### src/rtl/sync_fifo.sv
// Single-clock synchronous FIFO with a registered read port and full/empthy flags.
// Storage is a plain register array named memory so it can be probed hierarchically.
module sync_fifo #(
  parameter int unsigned width     = 4,
  parameter int unsigned height    = 8,
  parameter int unsigned ptr_width = 3
) (
  input  logic             clk,
  input  logic             rst,
  input  logic [width-1:0] data_in,
  input  logic             write,
  input  logic             read,
  output logic [width-1:0] data_out,
  output logic             full,
  output logic             empthy
);

  localparam int unsigned CntW = ptr_width + 1;

  logic [width-1:0]     memory [height];

  logic [ptr_width-1:0] wr_ptr_q, wr_ptr_d;
  logic [ptr_width-1:0] rd_ptr_q, rd_ptr_d;
  logic [CntW-1:0]      count_q, count_d;
  logic [width-1:0]     data_out_q, data_out_d;

  logic                 wr_acc;
  logic                 rd_acc;

  // Flags come straight from the registered count, so they never glitch.
  assign full     = (count_q == CntW'(height));
  assign empthy   = (count_q == '0);
  assign data_out = data_out_q;

  // Accept decisions; a write into a full FIFO is allowed only alongside a read.
  always_comb begin
    rd_acc = read && !empthy;
    wr_acc = write && (!full || rd_acc);
  end

  // Next-state for pointers, occupancy and the registered read data.
  always_comb begin
    wr_ptr_d   = wr_ptr_q;
    rd_ptr_d   = rd_ptr_q;
    count_d    = count_q;
    data_out_d = data_out_q;
    if (wr_acc) begin
      wr_ptr_d = wr_ptr_q + ptr_width'(1);
    end
    if (rd_acc) begin
      rd_ptr_d   = rd_ptr_q + ptr_width'(1);
      data_out_d = memory[rd_ptr_q];
    end
    if (wr_acc && !rd_acc) begin
      count_d = count_q + CntW'(1);
    end else if (rd_acc && !wr_acc) begin
      count_d = count_q - CntW'(1);
    end
  end

  // Control state registers with asynchronous clear.
  always_ff @(posedge clk or negedge rst) begin
    if (!rst) begin
      wr_ptr_q   <= '0;
      rd_ptr_q   <= '0;
      count_q    <= '0;
      data_out_q <= '0;
    end else begin
      wr_ptr_q   <= wr_ptr_d;
      rd_ptr_q   <= rd_ptr_d;
      count_q    <= count_d;
      data_out_q <= data_out_d;
    end
  end

  // Storage array: cleared on reset, written at the write pointer on an accepted write.
  always_ff @(posedge clk or negedge rst) begin
    if (!rst) begin
      for (int i = 0; i < int'(height); i++) begin
        memory[i] <= '0;
      end
    end else if (wr_acc) begin
      memory[wr_ptr_q] <= data_in;
    end
  end

endmodule

### config.mk
export PLATFORM = sky130hd
export DESIGN_NAME = sync_fifo
export DESIGN_NICKNAME = d
export VERILOG_FILES = /design/src/rtl/sync_fifo.sv
export SDC_FILE = /design/constraint.sdc
export NUM_CORES = 1
export LEC_CHECK = 0
export ABC_AREA = 0
export CAP_MARGIN = 20
export CORE_ASPECT_RATIO = 0.7
export CORE_MARGIN = 2
export CORE_UTILIZATION = 45
export DETAILED_ROUTE_END_ITERATION = 8
export PLACE_DENSITY = 0.65
export SLEW_MARGIN = 30
export SYNTH_ARGS = -nofsm -noshare
export SYNTH_HDL_FRONTEND = slang
export SYNTH_SLANG_ARGS = --single-unit
### constraint.sdc
create_clock -name clk -period 5.31 [get_ports clk]
set_input_delay 0.7965 -clock clk [delete_from_list [all_inputs] [get_ports clk]]
set_output_delay 0.7965 -clock clk [all_outputs]
set_load 0.03 [all_outputs]
==> impl_metrics.ini <==
[global_routing]
first_global_vias = 1431
track_usage = 0.169
antenna_found_initial = 0
grt_max_degree = 47
grt-ovfl-total = 0
grt_pass1_wl_mm = 7.02

[critical_path]
crit_chain = clkdlybuf4s50_1, nand3b_2, nand2_1, inv_1, ha_1, inv_1, ha_1, a21o_1, a2111oi_0, o31ai_1
worstReg2RegStart = count_q[3]$_DFFE_PN0P_
crit_fanout = 10
max_stage_delay_ns = 0.44
critPathCaptureType = register
start_kind = input pin
critical_path_class = input pin to register
cp_data_arrival_time_ns = 3.22
slowest_stage = a2111oi_0
reg2reg_to = count_q[3]$_DFFE_PN0P_
r2r_slack_ns = 2.37
critPathRequiredTime_ns = 5.48
rr_worst_depth = 8

[synthesis]
seq_area_frac_synth = 0.519
syn_avg_cell_area_um2 = 13.7
syn_area_um2 = 2220
ys_types = 30
yosys_most_used_dff = dfrtp_1
synth_edf_count = 0
ys_seq_elements = 46
synth-async-reset-ratio = 1.00
yosysWarnings = 0
netlist_instances = 162
syn_nets = 176

[floorplanning]
rows = 21
die_y_um = 62.7
start_util = 0.466
ios = 14
die_x_um = 87.9
dieArea_um2 = 5510
core_area_um2 = 4760

[run_status]
status = finished clean

[place]
placed_area_um2 = 2390
place_ws_ns = 1.97
port_buffers = 13
place.gp.congestion = 0.803
hpwl_mm = 2.90

[timing]
skew_ns = 0.00582
period_share = 0.576
fin_tns_setup_ns = 0
slew_headroom = 0.618
rsz0062_at_grt = no
max_freq_ghz = 0.327
fin_ws_ns = 2.25
maxSlewViolCount = 0
max_slew.worst_pin.slew_ns = 0.573
fin_crit_ns = 3.06
finalHoldViolations = 0
setup_viol = 0

[clock_network]
htreeDepth = 2
clockBufferDepth = 2
worstSkewPairLatency_ns = 0.29
cts-resized-gates = 0
cts_tree = done
cts_hold_buffers = 0
cts_buffers = 5
clock_sinks = 46
root_buffer = clkbuf_8
path_clk_slew_ns = 0.08
postCtsSetupBuffers = 0

[layout]
diodes = 0
drive_gt1_frac = 0.264
nets = 192
fillers = 396
syn2layout_area_growth_pct = 11.2
layout.area.seq_um2 = 1150
final_cell_area_um2 = 2470
multi_input_area_um2 = 1010

[routing]
antenna_left = 0
drt-wirelength-per-cell_um = 16.2
drt-total-wl_mm = 4.01
vias = 1331
first_pass_iters = 3
drtIter0Drc = 37
via_per_inst = 5.39
route.detailed.drc = 0

[power_and_ir_drop]
irDropWorstVdd_mv = 0.200
power_density_nw_per_um2 = 610
leakagePower_nw = 1.06

[hold_path]
hold_class = input pin to asynchronous set/reset pin

[run]
maxCapViolCount = 0
state kept, by name (all words and copies together), names as in the netlist:
register	flops
rd_ptr_q	3
count_q	4
data_out	4
wr_ptr_q	3
memory	32
how the worst max path moves through the flow:
stage | start | endpoint | slack (ns)
after floorplan | count_q[3]$_DFFE_PN0P_ | count_q[3]$_DFFE_PN0P_ | 2.07
after global routing | read | count_q[3]$_DFFE_PN0P_ | 2.01
after CTS | read | count_q[3]$_DFFE_PN0P_ | 2.27
after detailed placement | read | count_q[3]$_DFFE_PN0P_ | 1.97
final | read | count_q[3]$_DFFE_PN0P_ | 2.25
after global placement | read | count_q[3]$_DFFE_PN0P_ | 2.12
cells in the final DEF, fill, tap and decap left out, drive strengths merged, types with 2 or more instances in the layout:
cell type and n:
ha 5, mux2i 17, nor2 2, mux2 35
inv 3, xnor2 5, nand3 4, nand4 4
o21ai 6, clkdlybuf4s50 12, nor2b 3, clkbuf 7
nand2 9, dfrtp 46, mux4 4, nor3 4
kinds of logic after synthesis:
kind of cell	share of synthesized area
compound gates	0.0265
fa+ha+maj	0.0372
flops	0.519
simple gates	0.0739
mux	0.295
buf+inv	0.0243
xor+xnor	0.0237
power breakdown:
part           internal [mW]  switching [mW]
registers              0.530           0.165
logic                  0.358           0.253
clock network         0.0907           0.108
synth_stat cells, types with 2 or more instances:
library cell	n	share of area
dfrtp_1	46	0.52
mux2_2	35	0.18
mux2i_1	17	0.077
nand2_1	9	0.015
ha_1	5	0.028
xnor2_1	5	0.020
mux4_2	4	0.041
nand3_1	4	0.0090
nand4_1	4	0.011
nor3_1	4	0.0090
o21ai_1	4	0.0090
inv_1	3	0.0051
nor2b_1	3	0.0085
nor2_1	2	0.0034
o21ai_0	2	0.0045
area by class of cell:
cell class              instances  share of cell area
flip-flops and latches         46               0.467
inverters                       3             0.00457
repair buffers                 13              0.0518
clock buffers                   7              0.0309
multi-input cells             109               0.410
well taps                      69              0.0350
stage by stage:
stage	std cells	hold WS, ns	power (mW)	utilization
after floorplan	162	0.479	1.16	-
after global placement	240	0.471	1.28	0.502
after detailed placement	240	0.488	1.32	0.502
after CTS	247	0.506	1.52	0.518
after global routing	247	0.532	1.63	0.519
final	247	0.489	1.51	0.519
metal layers:
layer / track usage / part of all wire / vias up
met5: 0 / 0 / -
met4: 0.0615 / 0.021 / 0
met3: 0.0462 / 0.034 / 10
met2: 0.243 / 0.42 / 17
met1: 0.244 / 0.52 / 682
li1: - / - / 622
worst max-delay path: cells and delay by family:
| kind | cells | cell delay, ns |
|---|---|---|
| compound gates | 3 | 0.76 |
| simple gates | 2 | 0.53 |
| buf+inv | 3 | 0.64 |
| fa+ha+maj | 2 | 0.48 |
Power figures use the tool's default switching activity.
==> edit (same settings) <==
Set the parameter `ptr_width` to 5 (it was 3).
--- a/src/rtl/sync_fifo.sv
+++ b/src/rtl/sync_fifo.sv
@@ -4,5 +4,5 @@
   parameter int unsigned width     = 4,
   parameter int unsigned height    = 8,
-  parameter int unsigned ptr_width = 3
+  parameter int unsigned ptr_width = 5
 ) (
   input  logic             clk,
Formal check against the unedited RTL: no difference found for any inputs over 4 cycles, from zero or initial values and one cycle with rst low; that may be too few to reach the edited logic, so the function may still have changed.
==> edit against the original RTL <==
- cell area grew 11%
- utilization grew 0.25 points
- combinational power grew 6.7%
- sequential cell count grew 4
- die area grew 9.2%
- power grew 7.4%
- worst setup slack lost 0.57 ns
- hold slack lost 0.0035 ns
- wire length grew 17%
- final cell count grew 9.3%
- clock skew grew 0.0082 ns
- synthesized area grew 9.8%
- global-route usage grew 0.64 points
- largest power group unchanged
==> edit: results (changes against the original RTL) <==
- **run status** completed
- **Total Routing Usage GR** 17.5%, +0.64 points
- **number of signal-net inverters in the final layout** 2, -1
- **Leakage Power** 1.13 nW, +6.0%
- **final weighted congestion of routability-driven global placement** 0.903, +12%
- **number of DRC markers in iteration 0** 84, +130%
- **number of nets in the synthesized netlist** 198, +13%
- **number of nets in the layout** 213, +11%
- **Multi-Input Combinational** 124, +14%
- **complex-gate fraction of the synthesized area** 3.80%, +1.2 points
- **fraction of met3 tracks used by global routing** 3.90%, -0.72 points
- **fraction of final layout cells with drive strength greater than 1** 26.8%, +0.36 points
- **routed wl met2** 2160 um, +28%
- **start of the worst register-to-register path** count_q[0]
- **NonClk Buf Share** 4.96%, -0.22 points
- **internal power** 0.00105 W, +7.1%
- **share of synthesized area occupied by flip-flops and latches** 51.4%, -0.50 points
- **fraction of area in multi-input gates** 42.1%, +1.0 points
- **adder and majority gate portion of the synthesized area** 4.42%, +0.70 points
- **top cells by area in the synthesized netlist** sky130_fd_sc_hd__dfrtp_1 51%, sky130_fd_sc_hd__mux2_2 15%, sky130_fd_sc_hd__mux4_2 7.4%
- **sinks on the clock net** 50, +8.7%
- **CP arrival** 3.83 ns, +0.61 ns
- **post-route met1 wirelength** 2220 um, +6.1%
- **multiplexer share of the synthesized area** 25.2%, -4.3 points
- **portion of the layout cell area used by clock cells** 3.49%, +0.39 points
- **list of most frequent post-synthesis cells** 50 x sky130_fd_sc_hd__dfrtp_1, 33 x sky130_fd_sc_hd__mux2_2, 15 x sky130_fd_sc_hd__nand2_1
- **global-route track usage on met1** 23.9%, -0.49 points
- **transition at the pin with the smallest max-transition slack** 0.881 ns, +0.308 ns
- **M2 GR Usage** 28.2%, +3.9 points
- **power share of the combinational group** 40.4%, -0.2 points
- **full die area** 6020 um^2, +9.2%
- **non-clock buffer count in the final layout** 14, +1
- **Switching Fraction** 35.2%, +0.21 points
- **xor/xnor cell area share of the yosys netlist** 3.96%, +1.6 points
- **Cell Count Post-Placement** 262, +9.2%
- **unique cell type count in the Yosys netlist** 31, +3.3%
- **worst-case clock skew** 0.0140 ns, +0.00818 ns
- **largest net degree at the start of global routing** 51, +8.5%
- **instance count of the mapped netlist** 182, +12%
- **cell area after placement** 2630 um^2, +10%
- **startpoint of the worst setup timing path** count_q[0]
- **hpwl dp** 3370 um, +16%
- **sequential group power** 0.000740 W, +6.5%
- **peak supply drop** 166 uV, -17%
- **Clock buffer cells** 6, -1
[edit: critical path, stage by stage, from the launching register on]
cell and delay, ns:
sky130_fd_sc_hd__dfrtp_1 0.46, sky130_fd_sc_hd__or4_4 0.59, sky130_fd_sc_hd__nor4b_4 0.55, sky130_fd_sc_hd__nor2b_1 0.18, sky130_fd_sc_hd__ha_1 0.31, sky130_fd_sc_hd__inv_1 0.19
sky130_fd_sc_hd__ha_1 0.28, sky130_fd_sc_hd__a211oi_1 0.35, sky130_fd_sc_hd__nor4_1 0.11, sky130_fd_sc_hd__nor3b_1 0.32, sky130_fd_sc_hd__xnor2_1 0.20
[edit: final timing paths]
kind | to | slack [ns] | depth (start not counted)
min | data_out[0] | 0.49 | 2
max | count_q[5] | 1.68 | 10
min reg2reg | data_out[0] | 0.49 | 2
max reg2reg | count_q[5] | 1.68 | 10
min in group asynchronous | memory[21] | 0.51 | 1
max in group asynchronous | count_q[1] | 4.38 | 1
